`src/rtl/tone_pkg.sv`:
```
// Shared note table, note codes and detector state encoding for the melody tone
// generator and the tone note detector.
package tone_pkg;

   localparam int PERIOD_W  = 21;
   localparam int NUM_NOTES = 6;

   typedef logic [PERIOD_W-1:0] period_t;
   typedef logic [2:0]          note_t;

   localparam note_t NOTE_FA    = 3'd0;
   localparam note_t NOTE_LA    = 3'd1;
   localparam note_t NOTE_LA_LO = 3'd2;
   localparam note_t NOTE_FA_LO = 3'd3;
   localparam note_t NOTE_MI    = 3'd4;
   localparam note_t NOTE_FA1   = 3'd5;

   localparam period_t PERIOD_FA    = 21'd1086957;
   localparam period_t PERIOD_LA    = 21'd909091;
   localparam period_t PERIOD_LA_LO = 21'd854701;
   localparam period_t PERIOD_FA_LO = 21'd1075269;
   localparam period_t PERIOD_MI    = 21'd1204819;
   localparam period_t PERIOD_FA1   = 21'd1149425;

   localparam logic [1:0] ST_IDLE    = 2'd0;
   localparam logic [1:0] ST_MEASURE = 2'd1;
   localparam logic [1:0] ST_LOCKED  = 2'd2;

   // Cycles a new synchronized level must persist before the glitch filter accepts it
   localparam int GLITCH_HOLD = 4;

   function automatic period_t note_period(input note_t code);
      case (code)
         NOTE_FA:    note_period = PERIOD_FA;
         NOTE_LA:    note_period = PERIOD_LA;
         NOTE_LA_LO: note_period = PERIOD_LA_LO;
         NOTE_FA_LO: note_period = PERIOD_FA_LO;
         NOTE_MI:    note_period = PERIOD_MI;
         default:    note_period = PERIOD_FA1;
      endcase
   endfunction

endpackage

```
`src/rtl/tone_edge_sync.sv`:
```
// Two-flop synchronizer, optional glitch filter (TONE_DET_GLITCH_FILTER_EN) and a
// registered one-cycle rising-edge pulse.
module tone_edge_sync
   import tone_pkg::*;
(
   input  logic clk_i,
   input  logic rst_i,
   input  logic tone_i,
   output logic rise_o
);

   logic s1_q;
   logic s2_q;
   logic prev_q;
   logic rise_q;
   logic lvl;

`ifdef TONE_DET_GLITCH_FILTER_EN
   logic [1:0] run_q;
   logic [1:0] run_d;
   logic       filt_q;
   logic       filt_d;

   // run_q counts consecutive cycles the synchronized level disagrees with filt_q
   always_comb begin
      run_d  = 2'd0;
      filt_d = filt_q;
      if (s2_q != filt_q) begin
         if (run_q == 2'(GLITCH_HOLD - 1)) begin
            filt_d = s2_q;
         end else begin
            run_d = run_q + 2'd1;
         end
      end
   end

   always_ff @(posedge clk_i or posedge rst_i) begin
      if (rst_i) begin
         run_q  <= 2'd0;
         filt_q <= 1'b0;
      end else begin
         run_q  <= run_d;
         filt_q <= filt_d;
      end
   end

   assign lvl = filt_q;
`else
   assign lvl = s2_q;
`endif

   always_ff @(posedge clk_i or posedge rst_i) begin
      if (rst_i) begin
         s1_q   <= 1'b0;
         s2_q   <= 1'b0;
         prev_q <= 1'b0;
         rise_q <= 1'b0;
      end else begin
         s1_q   <= tone_i;
         s2_q   <= s1_q;
         prev_q <= lvl;
         rise_q <= lvl & ~prev_q;
      end
   end

   assign rise_o = rise_q;

endmodule

```
`src/rtl/tone_note_detector.sv`:
```
// Measures the rising-edge period of tone_in, classifies it against the note table and
// reports a debounced lock. Glitch filter option: TONE_DET_GLITCH_FILTER_EN.
module tone_note_detector
   import tone_pkg::*;
#(
   parameter int TOL_SHIFT      = 8,
   parameter int CONFIRM        = 2,
   parameter int TIMEOUT_CYCLES = 1_500_000,
   parameter int PERIOD_SHIFT   = 0   // table periods divided by 2^PERIOD_SHIFT; 0 = real table
) (
   input  logic                clock,
   input  logic                reset,
   input  logic                tone_in,
   output logic [2:0]          note_code,
   output logic                note_valid,
   output logic                note_strobe,
   output logic [PERIOD_W-1:0] period
);

   logic       rise;
   logic [1:0] state_q,  state_d;
   period_t    cnt_q,    cnt_d;
   logic [2:0] match_q,  match_d;
   note_t      cand_q,   cand_d;
   note_t      code_q,   code_d;
   logic       valid_q,  valid_d;
   logic       strobe_q, strobe_d;
   period_t    period_q, period_d;

   period_t             meas;
   logic                hit;
   note_t               hit_code;
   logic [PERIOD_W:0]   p_ext, t_ext, diff, tol;
   logic                tmo;

   tone_edge_sync u_sync (
      .clk_i  (clock),
      .rst_i  (reset),
      .tone_i (tone_in),
      .rise_o (rise)
   );

   // Saturate so a very long gap never wraps to a small, matchable period
   assign meas = (cnt_q == '1) ? cnt_q : cnt_q + period_t'(1);
   assign tmo  = (cnt_q == period_t'(TIMEOUT_CYCLES - 1));

   // Scan high to low so the lowest matching code is the one left standing
   always_comb begin
      hit      = 1'b0;
      hit_code = NOTE_FA;
      p_ext    = {1'b0, meas};
      t_ext    = '0;
      diff     = '0;
      tol      = '0;
      for (int i = NUM_NOTES - 1; i >= 0; i--) begin
         t_ext = {1'b0, note_period(note_t'(i))} >> PERIOD_SHIFT;
         diff  = (p_ext >= t_ext) ? (p_ext - t_ext) : (t_ext - p_ext);
         tol   = t_ext >> TOL_SHIFT;
         if (diff <= tol) begin
            hit      = 1'b1;
            hit_code = note_t'(i);
         end
      end
   end

   always_comb begin
      state_d  = state_q;
      match_d  = match_q;
      cand_d   = cand_q;
      code_d   = code_q;
      valid_d  = valid_q;
      strobe_d = 1'b0;
      period_d = period_q;
      cnt_d    = (cnt_q == '1) ? cnt_q : cnt_q + period_t'(1);

      if (rise) begin
         cnt_d    = '0;
         period_d = meas;
         case (state_q)
            ST_IDLE: begin
               state_d = ST_MEASURE;
               match_d = 3'd0;
            end
            ST_MEASURE: begin
               if (hit) begin
                  if ((hit_code == cand_q) && (match_q != 3'd0)) begin
                     match_d = match_q + 3'd1;
                  end else begin
                     cand_d  = hit_code;
                     match_d = 3'd1;
                  end
               end else begin
                  match_d = 3'd0;
               end
               if (match_d == 3'(CONFIRM)) begin
                  state_d  = ST_LOCKED;
                  code_d   = cand_d;
                  valid_d  = 1'b1;
                  strobe_d = 1'b1;
               end
            end
            ST_LOCKED: begin
               if (!(hit && (hit_code == code_q))) begin
                  valid_d = 1'b0;
                  state_d = ST_MEASURE;
                  if (hit) begin
                     cand_d  = hit_code;
                     match_d = 3'd1;
                  end else begin
                     match_d = 3'd0;
                  end
               end
            end
            default: begin
               state_d = ST_IDLE;
               match_d = 3'd0;
            end
         endcase
      end else if (tmo) begin
         state_d = ST_IDLE;
         valid_d = 1'b0;
         match_d = 3'd0;
      end
   end

   always_ff @(posedge clock or posedge reset) begin
      if (reset) begin
         state_q  <= ST_IDLE;
         cnt_q    <= '0;
         match_q  <= 3'd0;
         cand_q   <= NOTE_FA;
         code_q   <= NOTE_FA;
         valid_q  <= 1'b0;
         strobe_q <= 1'b0;
         period_q <= '0;
      end else begin
         state_q  <= state_d;
         cnt_q    <= cnt_d;
         match_q  <= match_d;
         cand_q   <= cand_d;
         code_q   <= code_d;
         valid_q  <= valid_d;
         strobe_q <= strobe_d;
         period_q <= period_d;
      end
   end

   assign note_code   = code_q;
   assign note_valid  = valid_q;
   assign note_strobe = strobe_q;
   assign period      = period_q;

endmodule

```
`config.mk`:
```
export PLATFORM = sky130hd
export DESIGN_NAME = tone_note_detector
export DESIGN_NICKNAME = d
export VERILOG_FILES = /design/src/rtl/tone_pkg.sv /design/src/rtl/tone_edge_sync.sv /design/src/rtl/tone_note_detector.sv
export SDC_FILE = /design/constraint.sdc
export NUM_CORES = 1
export LEC_CHECK = 0
export ABC_AREA = 1
export BUFFER_PORTS_ARGS = -buffer_cell sky130_fd_sc_hd__clkbuf_2
export CAP_MARGIN = 15
export CORE_ASPECT_RATIO = 0.75
export CORE_MARGIN = 4
export CORE_UTILIZATION = 42
export DETAILED_ROUTE_END_ITERATION = 10
export GPL_TIMING_DRIVEN = 0
export PLACE_DENSITY = 0.61
export REMOVE_ABC_BUFFERS = 1
export SYNTH_ARGS = -nofsm -noshare
export SYNTH_HDL_FRONTEND = slang
export SYNTH_SLANG_ARGS = --single-unit
```
`constraint.sdc`:
```
create_clock -name clock -period 5.01 [get_ports clock]
set_clock_uncertainty 0.1 [all_clocks]
set_input_delay 1.002 -clock clock [delete_from_list [all_inputs] [get_ports clock]]
set_output_delay 1.002 -clock clock [all_outputs]
set_load 0.05 [all_outputs]
```
==> impl_metrics.toml, run 1 <==
[outcome]
outcome = "finished with violations"
violations = "negative setup slack"

[clocking]
cts_buffers = 9
cts_htree_levels = 3
count_of_clock_tree_sinks = 59
clk_pin_slew_ps = 70
worst_skew_pair.late_latency_ps = 360
tritoncts = "done"
cts_hold_repair.buffers = 0
cts.root.buffer_cell = "sky130_fd_sc_hd__clkbuf_16"
clock_path_buffers = 2

[grt]
gr-total-overflow = 0
grt_util_met3 = 0.1500
first_global_vias = 13920
grt_first_pass_wirelength_um = 92230
met2_usage_in_global_routing = 0.5528
globalRouteTotalUtil = 0.3971
grt_most_used_layer = "met2"
grtUsageMet1 = 0.5479
grt_start_max_net_pins = 40
grt_antenna_before_repair = 3

[floorplanning]
num_io_pins = 29
fp.coreArea_um2 = 27260
initial_core_util = 0.4318
fp.dieArea_um2 = 30790
fp.dieH_um = 153.0
dieWidth_um = 201.3
std_cell_rows = 52

[logic_synthesis]
post_synth_instance_area_um2 = 11770
ys_types = 51
count_of_flip_flops_with_a_built_in_enable_after_synthesis = 0
synth.area.top_cells = "sky130_fd_sc_hd__nand2_1 (27%), sky130_fd_sc_hd__dfrtp_1 (13%), sky130_fd_sc_hd__nand3_1 (9.7%), sky130_fd_sc_hd__xor2_1 (8.4%), sky130_fd_sc_hd__nor2_1 (7.2%)"
async_reset_ff_frac = 1.000
postSynthCellCount = 2166
synth.ff_latch_count = 59
ys_warn_count = 0
post-synth-top-area-cell = "sky130_fd_sc_hd__nand2_1"
postSynthAreaPerCell_um2 = 5.434
yosysTopAreaCellShare = 0.2698
synth-main-ff-cell = "sky130_fd_sc_hd__dfrtp_1"
synth_seq_area_share = 0.1254

[cells_and_area]
final_nets = 2366
share_of_layout_cells_above_drive_strength_1 = 0.2633
areaGrowthSynthToFinish_pct = 32.52
insertedDiodeCount = 0
fill_cells = 2733
layout_common_cells = "sky130_fd_sc_hd__nand2_1 (771), sky130_fd_sc_hd__nand3_1 (202), sky130_fd_sc_hd__nor2_1 (187)"
design_area_um2 = 15600
layout.cells.most_common = "sky130_fd_sc_hd__nand2_1"
final_cell_count_no_fill = 2698

[worst_setup_path]
timing.critical_path.to_type = "register"
worst_ep_arrival_time_ps = 5280
crit_path_max_fanout = 6
rr_worst_depth = 34
critPathRequiredTime_ps = 5160
worst_r2r_startpoint = "cnt_q[2]"
destination_of_the_worst_register_to_register_timing_path = "state_q[0]"
timing.critical_path.from = "cnt_q[2]"
timing.critical_path.slowest_cell_delay_ps = 450
worst_path_max_delay_cell = "sky130_fd_sc_hd__dfrtp_1"
setup.worst_path.start_class = "register"
r2r_slack_ps = -120
critical-path-top-cell-by-count = "sky130_fd_sc_hd__nand2_1"
crit_type = "register to register"

[drt]
drt_iter0_markers = 2363
dr_total_vias = 16270
totalWireLength_um = 65560
dr.pass1.iters = 8
wl_per_cell_um = 24.30
route.detailed.vias_per_inst = 6.029
drcViolationCount = 0
antenna_violating_nets_post_route = 0

[timing]
slew_viol_final = 0
number_of_endpoints_failing_setup_at_the_final_stage = 8
fin_hold_ws_ps = 266.4
timing.max_slew.rel_slack = 0.3928
clock.fmax_mhz = 195.0
rsz0062_at_grt = "true"
min_period_over_period = 1.024
tightest_slew_ps = 910.8
timing.final.hold_violations = 0
postLayoutSetupSlackWorst_ps = -119.1
post-route-min-period_ps = 5129

[placement]
dpl.hpwl_um = 41610
dp.cells = 2476
placement.cell_area_um2 = 11960
globalplace.congestion = 1.048
port_buffers = 28
dp_slack_ps = -2685

[hold_path]
hold-path-endpoint = "u_sync.lvl"
min-delay-path-class = "register to register"
hold_start = "u_sync.s1_q"
hold_path_depth = 0

[pwr]
max-vdd-ir-drop_v = 0.0001639
report.power.total_mw = 2.998
leak_nw = 8.183
power_density_nw_per_um2 = 192.2

[flow_run]
maxCapViolCount = 0
[layout make-up]
type / count / area (µm²) / area share
Clock buffer: 9 / 225.2 / 0.01444
Clock inverter: 7 / 76.32 / 0.004893
Inverter: 225 / 1002 / 0.06425
Multi-Input combinational cell: 1829 / 10520 / 0.6747
Sequential cell: 59 / 1488 / 0.09538
Tap cell: 351 / 439.2 / 0.02816
Timing Repair Buffer: 217 / 1836 / 0.1177
Timing Repair inverter: 1 / 7.507 / 0.0004813
[state kept, by name, indices dropped and copies added, names as in the netlist]
signal         flops
period            21
u_sync.s1_q        1
cand_q             3
note_code          3
u_sync.lvl         1
u_sync.rise_o      1
note_strobe        1
state_q            2
match_q            3
note_valid         1
u_sync.prev_q      1
cnt_q             21
[worst max-delay path by stage]
| stage | to | cells after the start |
|---|---|---|
| 3_5_place_dp | match_q[0] | 35 |
| 6_report | state_q[0] | 34 |
| 5_1_grt | note_valid | 41 |
| 4_1_cts | state_q[0] | 41 |
| 2_1_floorplan | note_valid | 40 |
| 3_3_place_gp | state_q[0] | 37 |
[what timing repair did]
action | in CTS | in global routing
buffers inserted | 105 | 82
gates cloned | 15 | 4
endpoints found under the setup margin | 13 | 13
gates resized for setup | 189 | 195
pin swaps | 38 | 83
[where the power goes]
part           leakage (nW)  switching [mW]  internal, mW  total (mW)
Combinational          7.25            1.15         0.610        1.76
Sequential            0.791          0.0335         0.506       0.539
Clock                 0.142           0.305         0.390       0.695
[Yosys cell counts, types with 2 or more instances]
master                      count
sky130_fd_sc_hd__a21oi_4        3
sky130_fd_sc_hd__nand2_4       15
sky130_fd_sc_hd__or2_2          5
sky130_fd_sc_hd__buf_2         20
sky130_fd_sc_hd__o211ai_1       9
sky130_fd_sc_hd__nand2_2       36
sky130_fd_sc_hd__xnor2_1        2
sky130_fd_sc_hd__clkbuf_1      18
sky130_fd_sc_hd__o21ai_2        5
sky130_fd_sc_hd__buf_6         10
sky130_fd_sc_hd__nor2_8         2
sky130_fd_sc_hd__nand3_1      229
sky130_fd_sc_hd__inv_1        192
sky130_fd_sc_hd__nor2_4        11
sky130_fd_sc_hd__nand3_4        5
sky130_fd_sc_hd__xor2_1       113
sky130_fd_sc_hd__a21oi_1       39
sky130_fd_sc_hd__buf_4         12
sky130_fd_sc_hd__nand3b_1      13
sky130_fd_sc_hd__nand3_2       19
sky130_fd_sc_hd__nand2_1      846
sky130_fd_sc_hd__o21ai_1       17
sky130_fd_sc_hd__a21oi_2        2
sky130_fd_sc_hd__inv_2         30
sky130_fd_sc_hd__ha_1          21
sky130_fd_sc_hd__a31oi_1        4
sky130_fd_sc_hd__o2111ai_1      2
sky130_fd_sc_hd__o22ai_1        2
sky130_fd_sc_hd__clkinv_1       2
sky130_fd_sc_hd__nor2_2        31
sky130_fd_sc_hd__dfrtp_1       59
sky130_fd_sc_hd__o31ai_1        2
sky130_fd_sc_hd__buf_1          9
sky130_fd_sc_hd__nor4_1         2
sky130_fd_sc_hd__nand2_8        2
sky130_fd_sc_hd__nor3_1        10
sky130_fd_sc_hd__o21ai_0       87
sky130_fd_sc_hd__o21bai_1       3
sky130_fd_sc_hd__nor2_1       226
sky130_fd_sc_hd__nand4_1       40
[cell families (layout without fill, tap and decap cells)]
group           Yosys count  in the layout  share of synthesized area
fa+ha+maj                21             21                    0.02232
flops                    59             59                     0.1254
buf+inv                 296            459                     0.1092
xor+xnor                115            115                    0.08557
simple gates           1496           1514                     0.5702
compound gates          179            179                    0.08728
[routing by layer]
| layer | routed length [µm] | vias up |
|---|---|---|
| li1 | - | 7270 |
| met1 | 25550 | 7480 |
| met2 | 25520 | 1213 |
| met3 | 10560 | 299 |
| met4 | 3900 | 4 |
| met5 | 27 | - |
[worst max-delay path: cells and delay by family (launching register included)]
| family | cells | cell delay [ps] |
|---|---|---|
| DFF | 1 | 450 |
| AOI/OAI and AO/OA | 1 | 330 |
| and+or+nand+nor | 32 | 3840 |
| buffers and inverters | 1 | 300 |
[per-stage QoR]
step / util / TNS, ps
3_5_place_dp: 0.4386 / -33560
4_1_cts: 0.5185 / 0
3_3_place_gp: 0.4369 / -33360
2_1_floorplan: - / -3625
5_1_grt: 0.5722 / -3519
6_report: 0.5722 / -434.9
(Power assumes the default switching activity.)
==> run 2, diff against run 1 <==
Settings changed: ABC_AREA 1 to not set, PLACE_DENSITY 0.61 to 0.62.
==> run 2 against run 1 <==
  * The run still ends with negative setup slack left
  * Sequential power rose by 6.7%
  * Combinational power fell by 7%
  * Critical endpoint is now note_code[2]
  * Utilization fell by 1.3 points
  * Flip-flop and latch count did not move
  * Clock power rose by 1%
  * Register-to-register slack got worse by 1100 ps
==> impl_metrics.toml, run 2 <==
[drt]
drcViolationCount = 0
dr_total_vias = 12860
drt_iter0_markers = 2234
totalWireLength_um = 46300
dr.pass1.iters = 7
wl_per_cell_um = 26.13
antenna_violating_nets_post_route = 0
route.detailed.vias_per_inst = 7.257

[cells_and_area]
layout.cells.most_common = "sky130_fd_sc_hd__nor2_1"
layout_common_cells = "sky130_fd_sc_hd__nor2_1 (136), sky130_fd_sc_hd__buf_4 (133), sky130_fd_sc_hd__a21oi_1 (103)"
share_of_layout_cells_above_drive_strength_1 = 0.3050
areaGrowthSynthToFinish_pct = 31.16
fill_cells = 2106
insertedDiodeCount = 0
final_nets = 1491
final_util = 0.5588

[timing]
tightest_slew_ps = 1022
number_of_endpoints_failing_setup_at_the_final_stage = 13
rsz0062_at_grt = "true"
timing.max_slew.rel_slack = 0.3164
postLayoutSetupSlackWorst_ps = -1207
clock.fmax_mhz = 160.8
slew_viol_final = 0
min_period_over_period = 1.241
fin_hold_ws_ps = 246.7
timing.final.hold_violations = 0
post-route-min-period_ps = 6217

[flow_run]
maxCapViolCount = 0

[grt]
grt_first_pass_wirelength_um = 69520
globalRouteTotalUtil = 0.3435
grt_start_max_net_pins = 39
gr-total-overflow = 0
first_global_vias = 11600
grt_antenna_before_repair = 0

[floorplanning]
initial_core_util = 0.4260
fp.dieH_um = 140.1
std_cell_rows = 48
fp.coreArea_um2 = 22940
dieWidth_um = 184.2
fp.dieArea_um2 = 25800
num_io_pins = 29

[logic_synthesis]
yosysMostFrequentCell = "sky130_fd_sc_hd__nor2_1"
post-synth-top-area-cell = "sky130_fd_sc_hd__dfrtp_1"
synth.ff_latch_count = 59
ys_types = 106
yosysTopAreaCellShare = 0.1510
synth.area.top_cells = "sky130_fd_sc_hd__dfrtp_1 (15%), sky130_fd_sc_hd__nor2_1 (5.7%), sky130_fd_sc_hd__a21oi_1 (5.6%), sky130_fd_sc_hd__xnor2_1 (5.2%), sky130_fd_sc_hd__mux2i_1 (4.2%)"
async_reset_ff_frac = 1.000
post_synth_instance_area_um2 = 9774
postSynthAreaPerCell_um2 = 7.098
count_of_flip_flops_with_a_built_in_enable_after_synthesis = 0
postSynthCellCount = 1377
synth_common_cells = "sky130_fd_sc_hd__nor2_1 (148), sky130_fd_sc_hd__a21oi_1 (109), sky130_fd_sc_hd__nand2_1 (103)"
synth-main-ff-cell = "sky130_fd_sc_hd__dfrtp_1"
synth_seq_area_share = 0.1510
ys_warn_count = 0

[worst_setup_path]
timing.critical_path.slowest_cell_delay_ps = 590
path_cells = "nand4_1 -> buf_4 -> nor2_1 -> a21boi_0 -> o21ai_2 -> nor2_1 -> a21bo_2 -> a211o_4 -> or4_4 -> a32oi_2 -> o32ai_2 -> or4_4 -> o21a_4 -> or2_4 -> mux2i_4 -> buf_6 -> nand4bb_4 -> nor3_4 -> mux2i_1"
worst_path_max_delay_cell = "sky130_fd_sc_hd__o21ai_2"
critPathRequiredTime_ps = 5180
timing.critical_path.to_type = "register"
worst_ep_arrival_time_ps = 6390
crit_type = "register to register"
crit_path_max_fanout = 11
r2r_slack_ps = -1210
setup.worst_path.start_class = "register"

[pwr]
reg_power_frac = 0.197
max-vdd-ir-drop_v = 0.0001716
report.power.total_mw = 2.919
p_int_mw = 1.594
power.share.switching = 0.4539
clockPowerShare = 0.241
combinational_power_share = 0.562
power_density_nw_per_um2 = 227.7
leak_nw = 4.735
reported_net_switching_power_mw = 1.325

[hold_path]
min-delay-path-class = "register to register"

[outcome]
violations = "negative setup slack"
outcome = "finished with violations"

[clocking]
cts_buffers = 9
cts_htree_levels = 3
clk_pin_slew_ps = 60
count_of_clock_tree_sinks = 59
tritoncts = "done"
cts_hold_repair.buffers = 0
worst_skew_pair.late_latency_ps = 360
cts.root.buffer_cell = "sky130_fd_sc_hd__clkbuf_16"
clock_path_buffers = 2

[placement]
dpl.hpwl_um = 30240
dp_slack_ps = -3710
port_buffers = 28
globalplace.congestion = 0.9874
-- run 2: worst paths after layout --
| kind | start | end | depth (start not counted) |
|---|---|---|---|
| min in group asynchronous | reset | period[11] | 2 |
| max in group asynchronous | reset | cnt_q[2] | 3 |
| min | u_sync.s1_q | u_sync.lvl | 0 |
| max reg2reg | cnt_q[10] | note_code[2] | 19 |
| max | cnt_q[10] | note_code[2] | 19 |
| min reg2reg | u_sync.s1_q | u_sync.lvl | 0 |
-- run 2: metrics by stage --
stage	cells	TNS (ps)	cell area, µm²
after floorplan	1269	-23670	9306
after global placement	1597	-63290	9822
after detailed placement	1610	-46980	10070
after CTS	1738	-11860	12340
after global routing	1772	-16280	12820
final	1772	-14700	12820
-- run 2: logic make-up after synthesis --
kind of cell    Yosys count  share of synthesized area
fa+ha+maj                23                    0.02893
buf+inv                 134                    0.05786
compound gates          481                     0.3424
mux                      54                    0.05812
simple gates            561                     0.3018
xor+xnor                 65                    0.05978
flops                    59                     0.1511
-- run 2: power by group through the flow --
stage	Clock, mW	Sequential [mW]	Combinational [mW]
final	0.703	0.575	1.64
after global placement	0	0.587	1.13
after floorplan	0	0.662	0.744
after global routing	0.737	0.583	1.72
after CTS	0.721	0.574	1.48
after detailed placement	0	0.583	1.14
-- run 2: layout make-up --
| cell class | instances | area, µm² | share of cell area |
|---|---|---|---|
| Clock buffer | 10 | 239.0 | 0.01864 |
| Clock inverter | 6 | 88.84 | 0.006930 |
| Inverter | 26 | 115.1 | 0.008979 |
| Multi-Input combinational cell | 1187 | 8995 | 0.7016 |
| Sequential cell | 59 | 1505 | 0.1174 |
| Tap cell | 300 | 375.4 | 0.02928 |
| Timing Repair Buffer | 184 | 1501 | 0.1171 |
-- run 2: metal layers --
| metal | part of all wire | vias up | global-route usage |
|---|---|---|---|
| met5 | 0.00086 | - | 0 |
| met3 | 0.16 | 167 | 0.1306 |
| met1 | 0.40 | 6076 | 0.4826 |
| li1 | - | 5506 | - |
| met2 | 0.40 | 1108 | 0.4825 |
| met4 | 0.040 | 2 | 0.1128 |
-- run 2: repair_timing --
action                     CTS  global route
buffers inserted           109            34
setup endpoints to repair   13            13
gates resized for setup    225            48
pin swaps                   46            38
gates cloned                 3             0
-- run 2: critical path: cells and delay by family (launching register included) --
kind            cells  cell delay [ps]
compound gates      7             2160
buf+inv             2              330
flops               1              490
mux                 2              460
simple gates        8             2570
